[src/rtl/fifo_pkg.sv]
// Shared definitions for the inter-stage instruction FIFO and the blocks that produce
// or consume its elements.
package fifo_pkg;

  localparam int unsigned ELEM_SIZE_BITS_DEFAULT = 96;

  typedef logic [ELEM_SIZE_BITS_DEFAULT-1:0] fifo_elem_t;

  // Pointer advance with wrap at an arbitrary, not necessarily power-of-two, depth.
  function automatic int unsigned ring_next(int unsigned ptr, int unsigned depth);
    return (ptr + 1 >= depth) ? 0 : ptr + 1;
  endfunction

endpackage

[src/rtl/skid_ring.sv]
// Small ring-buffer store with head/tail pointers, occupancy count and a synchronous
// clear that wins over any write or read in the same cycle.
module skid_ring
  import fifo_pkg::*;
#(
  parameter int unsigned Width = ELEM_SIZE_BITS_DEFAULT,
  parameter int unsigned Depth = 2,
  localparam int unsigned PtrW = (Depth > 1) ? $clog2(Depth) : 1,
  localparam int unsigned OccW = $clog2(Depth) + 1
) (
  input  logic             clk_i,
  input  logic             rst_ni,
  input  logic             clr_i,
  input  logic             wr_en_i,
  input  logic [Width-1:0] wr_data_i,
  input  logic             rd_en_i,
  output logic [Width-1:0] rd_data_o,
  output logic [OccW-1:0]  occ_o
);

  logic [Width-1:0] mem_q [Depth];
  logic [Width-1:0] mem_d [Depth];
  logic [PtrW-1:0]  head_q, head_d;
  logic [PtrW-1:0]  tail_q, tail_d;
  logic [OccW-1:0]  occ_q, occ_d;
  logic             wr, rd;

  always_comb begin
    wr     = wr_en_i && !clr_i;
    rd     = rd_en_i && !clr_i && (occ_q != '0);
    mem_d  = mem_q;
    head_d = head_q;
    tail_d = tail_q;
    occ_d  = occ_q;
    if (clr_i) begin
      head_d = '0;
      tail_d = '0;
      occ_d  = '0;
    end else begin
      if (wr) begin
        mem_d[tail_q] = wr_data_i;
        tail_d        = PtrW'(ring_next(32'(tail_q), Depth));
      end
      if (rd) begin
        head_d = PtrW'(ring_next(32'(head_q), Depth));
      end
      unique case ({wr, rd})
        2'b10:   occ_d = occ_q + OccW'(1);
        2'b01:   occ_d = occ_q - OccW'(1);
        default: occ_d = occ_q;
      endcase
    end
  end

  always_ff @(posedge clk_i or negedge rst_ni) begin
    if (!rst_ni) begin
      head_q <= '0;
      tail_q <= '0;
      occ_q  <= '0;
      for (int unsigned i = 0; i < Depth; i++) begin
        mem_q[i] <= '0;
      end
    end else begin
      head_q <= head_d;
      tail_q <= tail_d;
      occ_q  <= occ_d;
      mem_q  <= mem_d;
    end
  end

  always_comb begin
    rd_data_o = mem_q[head_q];
    occ_o     = occ_q;
  end

  // The producer's credit scheme must never write into a full ring without a read.
  assert property (@(posedge clk_i) disable iff (!rst_ni)
                   !(wr_en_i && !clr_i && !rd && (occ_q == OccW'(Depth))));

endmodule

[src/rtl/fifo_pop_adapter.sv]
// Consumer-side adapter: turns the instruction queue's 1-cycle pop handshake into a
// valid/ready stream, using credit-based pops into a small skid buffer.
module fifo_pop_adapter
  import fifo_pkg::*;
#(
  parameter int unsigned ELEM_SIZE_BITS = ELEM_SIZE_BITS_DEFAULT,
  parameter int unsigned BUF_DEPTH      = 2,
  parameter int unsigned STALL_W        = 32
) (
  input  logic                      CLK,
  input  logic                      RESET,
  input  logic [ELEM_SIZE_BITS-1:0] q_out_data,
  input  logic                      q_pop_wait,
  output logic                      q_popping,
  output logic                      out_valid,
  output logic [ELEM_SIZE_BITS-1:0] out_data,
  input  logic                      out_ready,
  input  logic                      flush,
  output logic [$clog2(BUF_DEPTH):0] buffered,
  output logic [STALL_W-1:0]        empty_stalls
);

  localparam int unsigned OccW = $clog2(BUF_DEPTH) + 1;

  if (BUF_DEPTH < 2) begin : g_bad_depth
    $error("fifo_pop_adapter: BUF_DEPTH must be at least 2");
  end

  logic                      inflight_q, inflight_d;
  logic [STALL_W-1:0]        stalls_q, stalls_d;
  logic [OccW-1:0]           occ;
  logic [OccW:0]             credit_used;
  logic [ELEM_SIZE_BITS-1:0] head_data;
  logic                      deq;
  logic                      resp_wr;
  logic                      resp_refused;

  always_comb begin
    out_valid    = (occ != '0);
    out_data     = head_data;
    buffered     = occ;
    empty_stalls = stalls_q;
    deq          = out_valid && out_ready && !flush;
    // Slots already claimed once this cycle's dequeue is taken into account; the extra
    // bit keeps occ + inflight from overflowing at full occupancy.
    credit_used  = {1'b0, occ} + (OccW + 1)'(inflight_q) - (OccW + 1)'(deq);
    q_popping    = RESET && !flush && (credit_used < (OccW + 1)'(BUF_DEPTH));
  end

  always_comb begin
    // A response landing on a flush edge belongs to the discarded stream.
    resp_wr      = inflight_q && !q_pop_wait && !flush;
    resp_refused = inflight_q && q_pop_wait && !flush;
    inflight_d   = q_popping;
    stalls_d     = stalls_q;
    if (resp_refused && (stalls_q != '1)) begin
      stalls_d = stalls_q + STALL_W'(1);
    end
  end

  always_ff @(posedge CLK or negedge RESET) begin
    if (!RESET) begin
      inflight_q <= 1'b0;
      stalls_q   <= '0;
    end else begin
      inflight_q <= inflight_d;
      stalls_q   <= stalls_d;
    end
  end

  skid_ring #(
    .Width (ELEM_SIZE_BITS),
    .Depth (BUF_DEPTH)
  ) u_skid_ring (
    .clk_i     (CLK),
    .rst_ni    (RESET),
    .clr_i     (flush),
    .wr_en_i   (resp_wr),
    .wr_data_i (q_out_data),
    .rd_en_i   (deq),
    .rd_data_o (head_data),
    .occ_o     (occ)
  );

endmodule

[config.mk]
export PLATFORM = sky130hd
export DESIGN_NAME = fifo_pop_adapter
export DESIGN_NICKNAME = d
export VERILOG_FILES = /design/src/rtl/fifo_pkg.sv /design/src/rtl/skid_ring.sv /design/src/rtl/fifo_pop_adapter.sv
export SDC_FILE = /design/constraint.sdc
export NUM_CORES = 1
export LEC_CHECK = 0
export ABC_AREA = 1
export BUFFER_PORTS_ARGS = -buffer_cell sky130_fd_sc_hd__buf_2
export CAP_MARGIN = 25
export CORE_UTILIZATION = 45
export DETAILED_ROUTE_END_ITERATION = 7
export PLACE_DENSITY = 0.68
export SYNTH_ARGS = -nofsm -noshare
export SYNTH_HDL_FRONTEND = slang
export SYNTH_SLANG_ARGS = --single-unit
[constraint.sdc]
create_clock -name CLK -period 5.9 [get_ports CLK]
set_input_delay 1.18 -clock CLK [delete_from_list [all_inputs] [get_ports CLK]]
set_output_delay 1.18 -clock CLK [all_outputs]
set_load 0.05 [all_outputs]
# Yosys cells after proc, flatten, opt, wreduce, memory -nomap -nowiden
# Index checks and enable logic that the tools add are counted.
# totals
register_bits,229
inputBits,101
out_inout_bits,132
wordCells,60
# op_classes
addsub,7
n_lt_le_gt_ge,6
eq_ne,3
mux,14
n_bitwise,3
reduce_logical,20
# ops
operator,n
$mux 96,4
$bwmux 192,1
$demux 96 s1,1
$add 32x1->32 const B,1
$ne 32x32->1 const B,1
$logic_and 1x1->1,13
$ge 2x2->1 const B,4
$mux 1,6
$reduce_bool 2->1,3
$add 1x1->2 const B,2
$not 1->2,2
$pmux 2 s2,1
$add 2x1->3,1
$lt 3x2->1 const B,1
$reduce_bool 3->1,1
$sub 3x1->3,1
$add 2x1->2 const B,1
$eq 2x1->1 const B,1
$eq 2x2->1 const B,1
$logic_not 1->1,2
$lt 2x1->1 const B,1
$mux 2,1
$reduce_and 2->1,1
$sub 2x1->2 const B,1
$not 1->1,1

# Logic depth before layout (Yosys ltp)
# Gate-level depths: netlist of the first run.
# depth
depth_word,8
ltp_mapped,11
depth_no_buf,10

# Cells and area by module
# A second synthesis of the first run with hierarchy kept.
# hier_totals
cells_unflattened,1199
hier_area_um2,11536.1
# by_module_without_submodules
mod,instances,cells_each,area_per_inst_um2,seq_area_each_um2
skid_ring,1,857,9306.4,4904.7
fifo_pop_adapter,1,342,2229.6,825.8

# Worst setup path before layout of the first run
# Ideal clock, no wire load.
# synth_timing
path_kind,input-to-output
from,input out_ready
to,output q_popping
t_arrival_ns,3.131
t_required_ns,4.720
slack_ns,1.589
cell_stages,9
path_buffers,0
path_cell_list,inv_1 nor2_1 nand2_1 inv_1 ha_1 or2_2 fa_1 nand3_1 nor2_1
# synth_between
elab_chain_len,5
# synth_lines
item,line,rtl
"start, declared",fifo_pop_adapter.sv:17,"input logic out_ready,"
$logic_and 1x1->1 (2 in a row),fifo_pop_adapter.sv:43,deq = out_valid && out_ready && !flush;
$sub 3x1->3,fifo_pop_adapter.sv:46,"credit_used = {1'b0, occ} + (OccW + 1)'(inflight_q) - (OccW + 1)'(deq);"
$lt 3x2->1,fifo_pop_adapter.sv:47,q_popping = RESET && !flush && (credit_used < (OccW + 1)'(BUF_DEPTH));
$logic_and 1x1->1,fifo_pop_adapter.sv:47,
"end, declared",fifo_pop_adapter.sv:14,"output logic q_popping,"
# Every way passes these cells.

# Final worst setup path of the first run
# layout_timing
from,input flush
to,output q_popping
# layout_between
elab_chain_len,5
word_cells_on_any_way,6
cone_classes,add/sub: 1; order compare: 1; reduce/logical: 4
# layout_lines
item,line,rtl
"start, declared",fifo_pop_adapter.sv:18,"input logic flush,"
$logic_not 1->1 *,"fifo_pop_adapter.sv:43, fifo_pop_adapter.sv:47",
$logic_and 1x1->1,fifo_pop_adapter.sv:43,
$sub 3x1->3,fifo_pop_adapter.sv:46,
$lt 3x2->1,fifo_pop_adapter.sv:47,
$logic_and 1x1->1 *,fifo_pop_adapter.sv:47,
# Every way passes the cells marked *; elsewhere a longest branch is shown, timed or not.

==> results of run 1 <==
## registers in the layout (all words and copies together), names as in the netlist
| signal | cells |
|---|---|
| u_skid_ring.mem_q | 192 |
| inflight_q | 1 |
| u_skid_ring.tail_q | 1 |
| empty_stalls | 32 |
| u_skid_ring.occ_o | 2 |
| u_skid_ring.head_q | 1 |
## metrics by stage
| step | util (%) | std cells | instance area [um2] | hold slack, ps |
|---|---|---|---|---|
| after CTS | 54.9 | 1951 | 12800 | 487 |
| final | 54.9 | 1952 | 12800 | 481 |
| after floorplan | - | 1419 | 10700 | 453 |
| after global placement | 51.6 | 1909 | 12100 | 465 |
| after detailed placement | 51.6 | 1909 | 12100 | 473 |
| after global routing | 54.9 | 1952 | 12800 | 497 |
## layout by cell type (no fill, tap or decap), types with 2 or more instances in the layout
cell,count
buf_2,231
buf_4,6
clkbuf_1,8
clkbuf_16,26
clkbuf_8,5
clkinv_2,3
dfrtp_1,228
ha_1,2
inv_1,136
inv_2,3
nand2_1,669
nand2_2,2
nand2_4,3
nand3_1,18
nand4_1,8
nor2_1,53
nor2_2,3
o21ai_0,192
o21ai_1,11
xnor2_1,6
xor2_1,7
## power breakdown
group / switching, uW / leakage (uW) / internal (uW)
logic: 1940 / 0.00381 / 599
registers: 292 / 0.00297 / 2080
clock network: 605 / 0.000381 / 867
## area by class of cell
type | count | area share, %
antenna | 1 | 0.0195
clock buffer | 39 | 5.83
clock inverter | 3 | 0.204
inverter | 140 | 4.10
multi-input combinational | 982 | 32.5
sequential | 229 | 44.6
tap | 319 | 3.11
timing repair buffer | 239 | 9.62
## metal layers
metal	routed length, um	up-vias
met2	11400	240
met5	20	-
met3	2090	27
li1	-	4747
met4	311	4
met1	11600	4177
## worst max-delay path, stage by stage
cell,delay (ps)
buf_2,130
inv_2,120
nand2_1,80
inv_1,50
ha_1,210
or2_2,310
fa_1,490
nand3_1,70
nor2_1,160
buf_2,280
## how the worst min path moves through the flow
stage | start | to | cells after the start
detailed placement | u_skid_ring.mem_q[94] | u_skid_ring.mem_q[94] | 2
global route | u_skid_ring.mem_q[127] | u_skid_ring.mem_q[127] | 2
floorplan | u_skid_ring.mem_q[94] | u_skid_ring.mem_q[94] | 2
finish | u_skid_ring.mem_q[111] | u_skid_ring.mem_q[111] | 2
global placement | u_skid_ring.mem_q[190] | u_skid_ring.mem_q[190] | 2
CTS | u_skid_ring.mem_q[148] | u_skid_ring.mem_q[148] | 2
## logic make-up (layout without fill, tap and decap cells)
| kind of cell | count (synthesis) | count (layout) |
|---|---|---|
| and+or+nand+nor | 762 | 762 |
| buffers and inverters | 208 | 421 |
| AOI/OAI and AO/OA | 204 | 204 |
| xor gates and xnor gates | 13 | 13 |
| adders and majority gates | 3 | 3 |
| other | 0 | 1 |
| DFF | 229 | 229 |
==> flow_metrics.tcl, run 1 <==
set metrics [dict create \
    p_leak_uw 0.00716 \
    cts.path.max_buffers 3 \
    post-route-min-period_ps 4270 \
    fillers 2314 \
    drive_gt1_share_pct 17.8 \
    path_clk_slew_ps 50 \
    finalHoldViolCount 0 \
    p_per_area_nw_per_um2 497 \
    gp_congestion 0.869 \
    nets 1722 \
    tightest_slew_ps 1030 \
    grt_util_all_layers_pct 20.9 \
    critPathRequiredTime_ps 4720 \
    die_h_um 156 \
    antenna_found_initial 4 \
    reg2reg_depth 10 \
    synth_enable_flop_cells 0 \
    grt_use_met2_pct 32.1 \
    synthTopCellsByCount "nand2_1, dfrtp_1, o21ai_0" \
    post_cts_buffers 0 \
    critPathLaunch "flush" \
    syn_nets 1523 \
    syn_inst 1419 \
    r2r_start "empty_stalls[0]" \
    slew_violations 0 \
    yosysTopAreaCell "dfrtp_1" \
    finalSetupTns_ps 0 \
    hpwlAfterDp_um 16100 \
    critPathLaunchType "input port" \
    cts_hold_buf 0 \
    area_growth_syn_to_layout_pct 20.1 \
    num_rows 56 \
    syn_avg_cell_area_um2 7.54 \
    synth_adder_area_share_pct 0.421 \
    skew_ps 9.40 \
    grt_setup_unrepaired "false" \
    ys_ff_latch 229 \
    ir_drop_v 0.000295 \
    clock_latency_ps 520 \
    ys_warn_count 0 \
    endpoint_kind "output port" \
    syn_area_um2 10700 \
    period_share_pct 72.3 \
    core_area_um2 23400 \
    ant_nets 0 \
    busiest_layer "met2" \
    io_buffers 232 \
    place_ws_ps 1620 \
    critPathCapture "q_popping" \
    yosys.area_share.xor_xnor_pct 1.06 \
    multiInputGateArea_um2 4170 \
    first_pass_iters 5 \
    synth-seq-area-share_pct 53.5 \
    drc 0 \
    worstSetupPathType "in -> out" \
    vias_per_cell 4.71 \
    die_x_um 156 \
    ys_top_cells_by_area "dfrtp_1, nand2_1, o21ai_0" \
    grt_pass1_vias 8524 \
    hp-class "reg -> reg" \
    cts.sink_count 229 \
    cts_tree "done" \
    synth-simple-area-share_pct 27.9 \
    routed_wl_um 25400 \
    p_total_uw 6380 \
    grt_max_degree 193 \
    setup_viol 0 \
    synthMuxAreaShare_pct 0 \
    arrival_ps 3090 \
    outcome "finished clean" \
    grt.met1_usage_pct 29.0 \
    gr-usage-met3_pct 6.29 \
    synth_flop_cell "dfrtp_1" \
    r2r_setup_slack_ps 3680 \
    ioPinCount 233 \
    via_count 9195 \
    crit_path_max_fanout 7 \
    grt_overflow 0 \
    yosysMostFrequentCell "nand2_1" \
    synth_top_family_by_area "simple AND/OR/NAND/NOR gates" \
    numCtsBuffers 26 \
    cts-root-buf "clkbuf_16" \
    slew_headroom_pct 31.0 \
    synth_top_area_share_pct 53.5 \
    initial_utilization_pct 45.7 \
    grt_pass1_wl_um 41900 \
    final-seq-area_um2 5730 \
    drtIter0Drc 643 \
    h-tree-depth 1 \
    cts_resized 0 \
    die_area_um2 24400 \
    max-cap-violations 0 \
    wl_per_cell_um 13.0 \
    synth-compound-area-share_pct 9.54 \
    timing.fmax_ghz 0.234 \
    fin_ws_ps 1630 \
    synthArstFlopShare_pct 100 \
    synth.distinct_cells 27 \
    r2r-end "empty_stalls[28]" \
]
Power figures use the tool's default switching activity.
==> run 2: changes to the inputs <==
Clock period 5.9 ns to 4.2 ns, I/O delays scaled along.
==> run 2 against run 1 <==
Worst hold slack worse by 250 ps. Count of clock-buffer cells in the layout shrank 1. Sequential share of layout area shrank 0.22 points. Sequential power rose by 41%. First-iteration DRC count grew 3.1%. Utilization rose by 0.27 points. Global-route usage hardly changed. Critical path type is now reg -> out. Largest cell class unchanged. Largest power group unchanged. Highest routed layer unchanged.
==> flow_metrics.tcl, run 2 (synthesis gave the netlist of run 1 again) <==
set metrics [dict create \
    r2r-end "u_skid_ring.mem_q[148]" \
    post_cts_buffers 0 \
    ir_drop_v 0.000419 \
    vias_per_cell 4.68 \
    grt_pass1_wl_um 41800 \
    critPathBufInv 2 \
    worstSetupPathType "reg -> out" \
    cts_tree "done" \
    endpoint_kind "output port" \
    nets 1723 \
    hpwlAfterDp_um 16200 \
    clock_latency_ps 530 \
    outcome "finished clean" \
    drc 0 \
    die_h_um 156 \
    placed_area_um2 12100 \
    final_common_cell "nand2_1" \
    io_buffers 232 \
    grt_util_all_layers_pct 20.9 \
    crit_chain "nor2_1, nor2_1, nand2_1, inv_1, ha_1, or2_2, fa_1, nand3_1, nor2_1, buf_2" \
    slowest_stage "fa_1" \
    finalHoldViolCount 0 \
    slew_violations 0 \
    critical-path-top-delay-family "simple AND/OR/NAND/NOR gates" \
    drive_gt1_share_pct 17.9 \
    timing.fmax_ghz 0.271 \
    numCtsBuffers 26 \
    tightest_slew_ps 891 \
    cpMostUsedCell "nor2_1" \
    grt_overflow 0 \
    r2r_setup_slack_ps 1930 \
    gp_congestion 0.885 \
    critPathRequiredTime_ps 3360 \
    setup_viol 0 \
    die_area_um2 24400 \
    largest_reg_flops 192 \
    p_leak_uw 0.00719 \
    wl_per_cell_um 13.0 \
    path_clk_slew_ps 60 \
    area_growth_syn_to_layout_pct 20.6 \
    cts_resized 0 \
    num_rows 56 \
    core_area_um2 23400 \
    drtIter0Drc 663 \
    cts.path.max_buffers 3 \
    post-route-min-period_ps 3690 \
    slowest_delay_ps 490 \
    ioPinCount 233 \
    slew_headroom_pct 40.6 \
    largest_register "u_skid_ring.mem_q" \
    antenna_found_initial 1 \
    p_per_area_nw_per_um2 701 \
    p_total_uw 9050 \
    grt_max_degree 193 \
    first_pass_iters 5 \
    max-cap-violations 0 \
    cts_hold_buf 0 \
    r2r_start "inflight_q" \
    h-tree-depth 1 \
    period_share_pct 87.9 \
    fin_area_um2 12900 \
    crit_path_max_fanout 6 \
    num_antenna_cells 0 \
    ant_nets 0 \
    via_count 9154 \
    initial_utilization_pct 45.7 \
    grt_setup_unrepaired "false" \
    die_x_um 156 \
    grt_pass1_vias 8409 \
    routed_wl_um 25400 \
    reg2reg_depth 6 \
    fillers 2249 \
    finalSetupTns_ps 0 \
    layout_common_cells "nand2_1, buf_2, dfrtp_1" \
    skew_ps 7.53 \
    final-seq-area_um2 5730 \
    critPathLaunchType "flop" \
    arrival_ps 2850 \
    cts-root-buf "clkbuf_16" \
    hp-class "in -> async" \
    multiInputGateArea_um2 4170 \
    cts.sink_count 229 \
]
[run 2: how the worst max path moves through the flow]
stage	endpoint	cells past startpoint	slack (ps)	from
floorplan	q_popping	9	570	out_ready
global placement	q_popping	10	660	flush
detailed placement	q_popping	10	610	flush
CTS	q_popping	10	480	u_skid_ring.occ_o[1]
global route	q_popping	10	320	u_skid_ring.occ_o[1]
finish	q_popping	10	510	u_skid_ring.occ_o[1]
[run 2: report_power, final]
| group | switching, uW | total, uW | internal (uW) |
|---|---|---|---|
| combinational | 2730 | 3590 | 860 |
| clock | 874 | 2130 | 1250 |
| sequential | 414 | 3330 | 2920 |
[run 2: layout make-up]
type	instances	area share [%]
Clock buffer	38	5.62
Clock inverter	6	0.543
Inverter	140	4.08
Multi-Input combinational cell	982	32.3
Sequential cell	229	44.4
Tap cell	319	3.09
Timing Repair Buffer	240	9.92
[run 2: metal layers]
metal | vias to the layer above | part of all wire (%) | GRT usage, %
li1 | 4748 | - | -
met1 | 4126 | 47 | 29.4
met2 | 244 | 44 | 32.0
met3 | 34 | 7.4 | 5.59
met4 | 2 | 1.9 | 5.46
met5 | - | 0.047 | 0
[run 2: metrics by stage]
stage	utilization (%)	worst slack (ps)	hold WS (ps)	cells
CTS	55.2	485	228	1954
finish	55.2	510	231	1954
global placement	51.8	663	465	1910
floorplan	-	569	453	1419
detailed placement	51.8	607	473	1910
global route	55.2	321	253	1954
